### src/rtl/uart_rx_deser.sv
// UART receiver: 2-flop synchronised rx, 3-sample majority vote per bit, 8N1 or 8-bit+parity,
// frame/parity error pulses and a BREAK hold-off for a line stuck low.
module uart_rx_deser #(
  parameter int unsigned CLKS_PER_BIT = 16,
  parameter int unsigned PARITY       = 0
) (
  input  logic       clk,
  input  logic       rst_n,
  input  logic       rx,
  output logic [7:0] rxdata,
  output logic       rdsig,
  output logic       frameerror,
  output logic       dataerror,
  output logic       busy
);

  localparam int unsigned CW  = $clog2(CLKS_PER_BIT);
  localparam logic [CW-1:0] MID  = CW'(CLKS_PER_BIT / 2);
  localparam logic [CW-1:0] LAST = CW'(CLKS_PER_BIT - 1);
  localparam logic          ODD  = (PARITY == 1);

  typedef enum logic [2:0] {
    S_IDLE, S_START, S_DATA, S_PARITY, S_STOP, S_BREAK
  } state_t;

  state_t        state_q;
  logic          rx_meta_q, rx_s_q;
  logic [CW-1:0] cnt_q;
  logic [2:0]    bit_q;
  logic [7:0]    shreg_q, rxdata_q;
  logic          samp_a_q, samp_b_q;
  logic          perr_q;
  logic          rdsig_q, ferr_q, derr_q, busy_q;
  logic          maj, samp;

  // Decision is taken at mid+1 using the samples latched at mid-1 and mid plus the live one.
  assign maj  = (samp_a_q & samp_b_q) | (samp_a_q & rx_s_q) | (samp_b_q & rx_s_q);
  assign samp = (cnt_q == MID + 1'b1);

  always_ff @(posedge clk or negedge rst_n) begin
    if (!rst_n) begin
      state_q   <= S_IDLE;
      rx_meta_q <= 1'b1;
      rx_s_q    <= 1'b1;
      cnt_q     <= '0;
      bit_q     <= '0;
      shreg_q   <= '0;
      rxdata_q  <= '0;
      samp_a_q  <= 1'b1;
      samp_b_q  <= 1'b1;
      perr_q    <= 1'b0;
      rdsig_q   <= 1'b0;
      ferr_q    <= 1'b0;
      derr_q    <= 1'b0;
      busy_q    <= 1'b0;
    end else begin
      rx_meta_q <= rx;
      rx_s_q    <= rx_meta_q;
      rdsig_q   <= 1'b0;
      ferr_q    <= 1'b0;
      derr_q    <= 1'b0;

      if (state_q != S_IDLE && state_q != S_BREAK)
        cnt_q <= (cnt_q == LAST) ? '0 : cnt_q + 1'b1;
      if (cnt_q == MID - 1'b1) samp_a_q <= rx_s_q;
      if (cnt_q == MID)        samp_b_q <= rx_s_q;

      case (state_q)
        S_IDLE: begin
          if (!rx_s_q) begin
            state_q <= S_START;
            cnt_q   <= '0;
            busy_q  <= 1'b1;
          end
        end
        // cnt restarted at the start edge, so letting it wrap keeps every later decision one bit apart.
        S_START: begin
          if (samp) begin
            if (maj) begin
              state_q <= S_IDLE;
              busy_q  <= 1'b0;
            end else begin
              state_q <= S_DATA;
              bit_q   <= '0;
              perr_q  <= 1'b0;
            end
          end
        end
        S_DATA: begin
          if (samp) begin
            shreg_q <= {maj, shreg_q[7:1]};
            if (bit_q == 3'd7) state_q <= (PARITY != 0) ? S_PARITY : S_STOP;
            else               bit_q   <= bit_q + 1'b1;
          end
        end
        S_PARITY: begin
          if (samp) begin
            perr_q  <= ((^shreg_q) ^ maj) != ODD;
            state_q <= S_STOP;
          end
        end
        S_STOP: begin
          if (samp) begin
            if (maj) begin
              rxdata_q <= shreg_q;
              rdsig_q  <= ~perr_q;
              derr_q   <= perr_q;
              state_q  <= S_IDLE;
              busy_q   <= 1'b0;
            end else begin
              ferr_q  <= 1'b1;
              state_q <= S_BREAK;
            end
          end
        end
        S_BREAK: begin
          if (rx_s_q) begin
            state_q <= S_IDLE;
            busy_q  <= 1'b0;
          end
        end
        default: state_q <= S_IDLE;
      endcase
    end
  end

  assign rxdata     = rxdata_q;
  assign rdsig      = rdsig_q;
  assign frameerror = ferr_q;
  assign dataerror  = derr_q;
  assign busy       = busy_q;

endmodule

### config.mk
export PLATFORM = sky130hd
export DESIGN_NAME = uart_rx_deser
export DESIGN_NICKNAME = d
export VERILOG_FILES = /design/src/rtl/uart_rx_deser.sv
export SDC_FILE = /design/constraint.sdc
export NUM_CORES = 1
export LEC_CHECK = 0
export CAP_MARGIN = 20
export CORE_MARGIN = 2
export CORE_UTILIZATION = 50
export DETAILED_ROUTE_END_ITERATION = 12
export GPL_ROUTABILITY_DRIVEN = 1
export PLACE_DENSITY = 0.81
export SLEW_MARGIN = 20
export SYNTH_ARGS = -nofsm -noshare
export SYNTH_HDL_FRONTEND = slang
export SYNTH_SLANG_ARGS = --single-unit
### constraint.sdc
create_clock -name clk -period 1.4 [get_ports clk]
set_input_delay 0.28 -clock clk [delete_from_list [all_inputs] [get_ports clk]]
set_output_delay 0.28 -clock clk [all_outputs]
set_load 0.05 [all_outputs]
* Yosys cells after proc, flatten, opt, wreduce, memory -nomap -nowiden
Index checks and enable logic that the tools add are counted.
Operators by class: mux-type cells 36, bitwise gates (word level) 7, equal/unequal tests 22, reductions and logical operators 14, $add $sub $neg 2
Operators with widths (count):
- $mux 3 | 12
- $ne 2x2->1 const B | 9
- $pmux 3 s6 | 1
- $mux 4 | 4
- $mux 1 | 15
- $eq 4x4->1 const B | 3
- $reduce_and 5->1 | 2
- $eq 3x3->1 const B | 3
- $reduce_xor 8->1 | 1
- $reduce_and 7->1 | 1
- $eq 3x2->1 const B | 2
- $pmux 3 s2 | 1
- $reduce_and 3->1 | 2
- $reduce_bool 3->1 | 2
- $add 4x1->4 const B | 1
- $eq 4x3->1 const B | 1
- $ne 2x1->1 const B | 2
- $reduce_bool 2->1 | 2
- $add 3x1->3 const B | 1
- $and 1x1->1 | 3
- $eq 3x1->1 const B | 1
- $logic_not 3->1 | 1
- $ne 3x3->1 const B | 1
- $pmux 1 s3 | 1
- other kinds (8) | 9
Storage, ports and cells: output and inout port bits 12, bits in registers 35

* Depth between registers and ports, before layout
depth in word-level cells 6, depth in mapped cells 6, gate-level depth less buffers 6

* Worst setup path after synthesis
Ideal clock, no wire load.
path kind register to register, from register cnt_q[0], to register state_q[2], stages on the path, launching flop included 6, setup slack -148 ps, path buffers 0, data arrival time 1426 ps, period minus slack after synthesis 1548 ps, cells stage by stage dfrtp_1 -> ha_1 -> and4b_1 -> o32ai_2 -> nand2_1 -> o2bb2ai_1
Between the ends: cells in the longest elaborated chain, start to end 3
Ends and longest elaborated chain:
- start: declaration | line 28 | logic [CW-1:0] cnt_q;
- start signal: assignment | line 64 | cnt_q <= (cnt_q == LAST) ? '0 : cnt_q + 1'b1;
- $eq 4x4->1 (*) | line 38 | assign samp = (cnt_q == MID + 1'b1);
- $ne 2x2->1 (no line)
- $reduce_and 7->1 (no line) (*)
- end signal: assignment | line 92 | if (bit_q == 3'd7) state_q <= (PARITY != 0) ? S_PARITY : S_STOP;
- end: declaration | line 26 | state_t state_q;
Mark *: on every way between the ends. The rest lies on a longest branch, timed or not. A chain may end at the register's enable or synchronous reset.

* Final worst setup path
from register cnt_q[1], to register state_q[0]
Same word-level chain as after synthesis.

==> flow_metrics.py <==
metrics = {
    "outcome": {
        "run_status": "finished, violations left",
        "violations": "negative setup slack",
    },
    "yosys": {
        "synth_cell_types": 37,
        "synth_largest_area_cell": "dfrtp_1",
        "ys_async_sr_fraction": 1.000,
        "avgSynthCellArea_um2": 12.10,
        "synthFlopType": "dfrtp_1",
        "yosys_warnings": 0,
        "synth_top_area_share": 0.4483,
        "yosys-top-cells-count": "dfrtp_1, mux2_2, nor2_1",
        "seq_area_frac_synth": 0.5090,
        "synthCells": 143,
        "syn_area_um2": 1730,
        "syn-num-nets": 151,
        "yosysMostFrequentCell": "dfrtp_1",
        "ys_ff_latch": 35,
        "synth_edf_count": 0,
        "ys_top_cells_by_area": "dfrtp_1, mux2_2, dfstp_2, ha_1, xnor2_1",
    },
    "global_route": {
        "grt_overflow": 0,
        "antenna_found_initial": 0,
        "grt_pass1_vias": 1342,
        "grt_max_degree": 21,
        "grt_pass1_wl_um": 6368,
        "grt_usage": 0.2126,
    },
    "critical_path": {
        "worstReg2RegStart": "cnt_q[1]",
        "slowest_delay_ns": 0.41,
        "slowest_stage": "dfrtp_1",
        "worstReg2RegEnd": "state_q[0]",
        "critPathBufInv": 1,
        "critPathMaxFanout": 4,
        "crit_chain": "inv_2 > ha_4 > and4b_2 > o32ai_4 > a2111oi_2 > o21bai_1",
        "r2r_cells": 6,
        "critical_path.top_delay_family": "compound AO/OA/AOI/OAI gates",
        "crit_required_ns": 1.68,
        "worstPathArrival_ns": 1.87,
        "cp-end-kind": "flop",
        "worstSetupStartpointType": "flop",
        "r2r_slack_ns": -0.19,
        "worstSetupPathType": "flop to flop",
    },
    "drt": {
        "drt_iter0_markers": 86,
        "drtPass1Iterations": 4,
        "vias_per_cell": 5.690,
        "ant_nets": 0,
        "drt_wl_total_um": 4529,
        "wl_per_cell_um": 18.49,
        "num_vias": 1394,
        "drc": 0,
    },
    "sta": {
        "finalHoldViolCount": 0,
        "hold-worst-slack_ns": 0.1896,
        "worst_slew_pin_slew_ns": 0.4358,
        "min_period_ns": 1.593,
        "fmax_ghz": 0.6279,
        "finalMaxSlewViolations": 0,
        "relSlewSlack": 0.7068,
        "finalCritPeriodShare": 1.138,
        "fin_ws_ns": -0.1927,
        "skew_ns": 0.01592,
        "rsz0062_at_grt": "true",
        "tns_ns": -3.558,
        "setup_viol": 26,
    },
    "clock_tree": {
        "clock_latency_ns": 0.35,
        "cts_tree": "built",
        "cts_htree_levels": 2,
        "cts_buffers": 5,
        "cts.clk_slew.worst_paths_ns": 0.11,
        "clock_sinks": 35,
        "clock_path_buffers": 2,
        "cts_hold_buf": 0,
        "cts-root-buf": "clkbuf_4",
    },
    "worst_hold_path": {
        "holdCritPathClass": "input pin to async pin",
    },
    "finish": {
        "final_core_util": 0.7649,
        "fillerInstances": 195,
        "final_area_um2": 2552,
        "stdcell_count": 245,
        "syn2layout_area_growth_pct": 47.51,
        "nNetsFinal": 206,
        "n_antenna_cell": 0,
        "drive_gt1_frac": 0.5628,
    },
    "flow_run": {
        "maxCapViolCount": 0,
    },
    "placement": {
        "dp_cells": 230,
        "post-place-ws_ns": -0.1355,
        "dpl_cell_area_um2": 2310,
        "globalplace.congestion": 0.8503,
        "hpwl_um": 2760,
        "io_buffers": 14,
    },
    "power_and_ir_drop": {
        "p_total_mw": 3.115,
        "ir_drop_v": 0.001100,
        "p_leak_nw": 1.165,
        "power_density_nw_per_um2": 1220,
    },
    "floorplan": {
        "die_w_um": 62.83,
        "initial_core_util": 0.5186,
        "die_area_um2": 3948,
        "core_area_um2": 3337,
        "ioPinCount": 15,
        "die_h_um": 62.83,
        "rows": 21,
    },
}
## how the worst max path moves through the flow
| stage | from | endpoint | slack, ns | depth (start not counted) |
|---|---|---|---|---|
| finish | cnt_q[1] | state_q[0] | -0.19 | 6 |
| global route | cnt_q[1] | state_q[2] | -0.27 | 6 |
| detailed placement | cnt_q[0] | state_q[2] | -0.14 | 5 |
| floorplan | cnt_q[0] | state_q[2] | -0.06 | 5 |
| global placement | cnt_q[1] | shreg_q[2] | -0.07 | 5 |
| CTS | cnt_q[0] | state_q[2] | -0.13 | 5 |
## registers in the layout (all words and copies together), names as in the netlist
register	flops
samp_a_q	1
state_q	3
shreg_q	8
frameerror	1
cnt_q	4
busy	1
perr_q	1
rxdata	8
bit_q	3
rdsig	1
rx_meta_q	1
samp_b_q	1
dataerror	1
rx_s_q	1
## repair_timing
| item | 4_1_cts | 5_1_grt |
|---|---|---|
| setup endpoints to repair | 28 | 31 |
| pin swaps | 5 | 13 |
| endpoints found under the hold margin | 0 | 0 |
| buffers inserted | 1 | 5 |
| gates cloned | 1 | 0 |
| gates resized for setup | 4 | 30 |
## cell type report
cell class                      count  area, um^2  share of cell area
Clock buffer                        7       45.04             0.01765
Sequential cell                    35       884.6              0.3466
Multi-Input combinational cell     97       945.9              0.3706
Timing Repair Buffer               53       589.3              0.2309
Inverter                            6       22.52            0.008824
Clock inverter                      1       7.507            0.002941
Tap cell                           46       57.56             0.02255
## metal layers
metal | vias up | global-route usage | share of wire
met2 | 55 | 0.3696 | 0.50
li1 | 630 | - | -
met3 | 15 | 0.05045 | 0.055
met1 | 694 | 0.2530 | 0.42
met5 | - | 0 | 0
met4 | 0 | 0.08611 | 0.032
## placed cells by master (no fill, tap or decap), types with 2 or more instances in the layout
| cell type | n |
|---|---|
| inv_1 | 5 |
| buf_6 | 3 |
| ha_4 | 2 |
| mux2_2 | 17 |
| buf_4 | 34 |
| o21ai_1 | 6 |
| nor2_4 | 2 |
| nor3_1 | 4 |
| dfstp_2 | 4 |
| nor2_1 | 8 |
| clkbuf_1 | 2 |
| ha_1 | 2 |
| xnor2_2 | 2 |
| a22o_1 | 4 |
| mux2_4 | 2 |
| a21oi_2 | 3 |
| o21ai_2 | 2 |
| clkbuf_4 | 5 |
| nand2_1 | 5 |
| clkdlybuf4s50_1 | 2 |
| buf_12 | 14 |
| dfrtp_2 | 3 |
| nand3_4 | 3 |
| a21oi_1 | 4 |
| dfrtp_1 | 28 |
| xnor2_1 | 4 |
## report_power, final
group	total, mW	internal, mW	switching [mW]
clock	0.538	0.198	0.340
sequential	1.25	1.14	0.113
combinational	1.32	0.636	0.689
## cell families after synthesis
family	after synthesis	share of synthesized area
flops	35	0.5090
mux	19	0.1236
xor+xnor	8	0.04845
simple gates	33	0.1106
fa+ha+maj	6	0.04411
compound gates	30	0.1265
buf+inv	12	0.03760
Note: power is estimated with default switching activity, not from simulation.
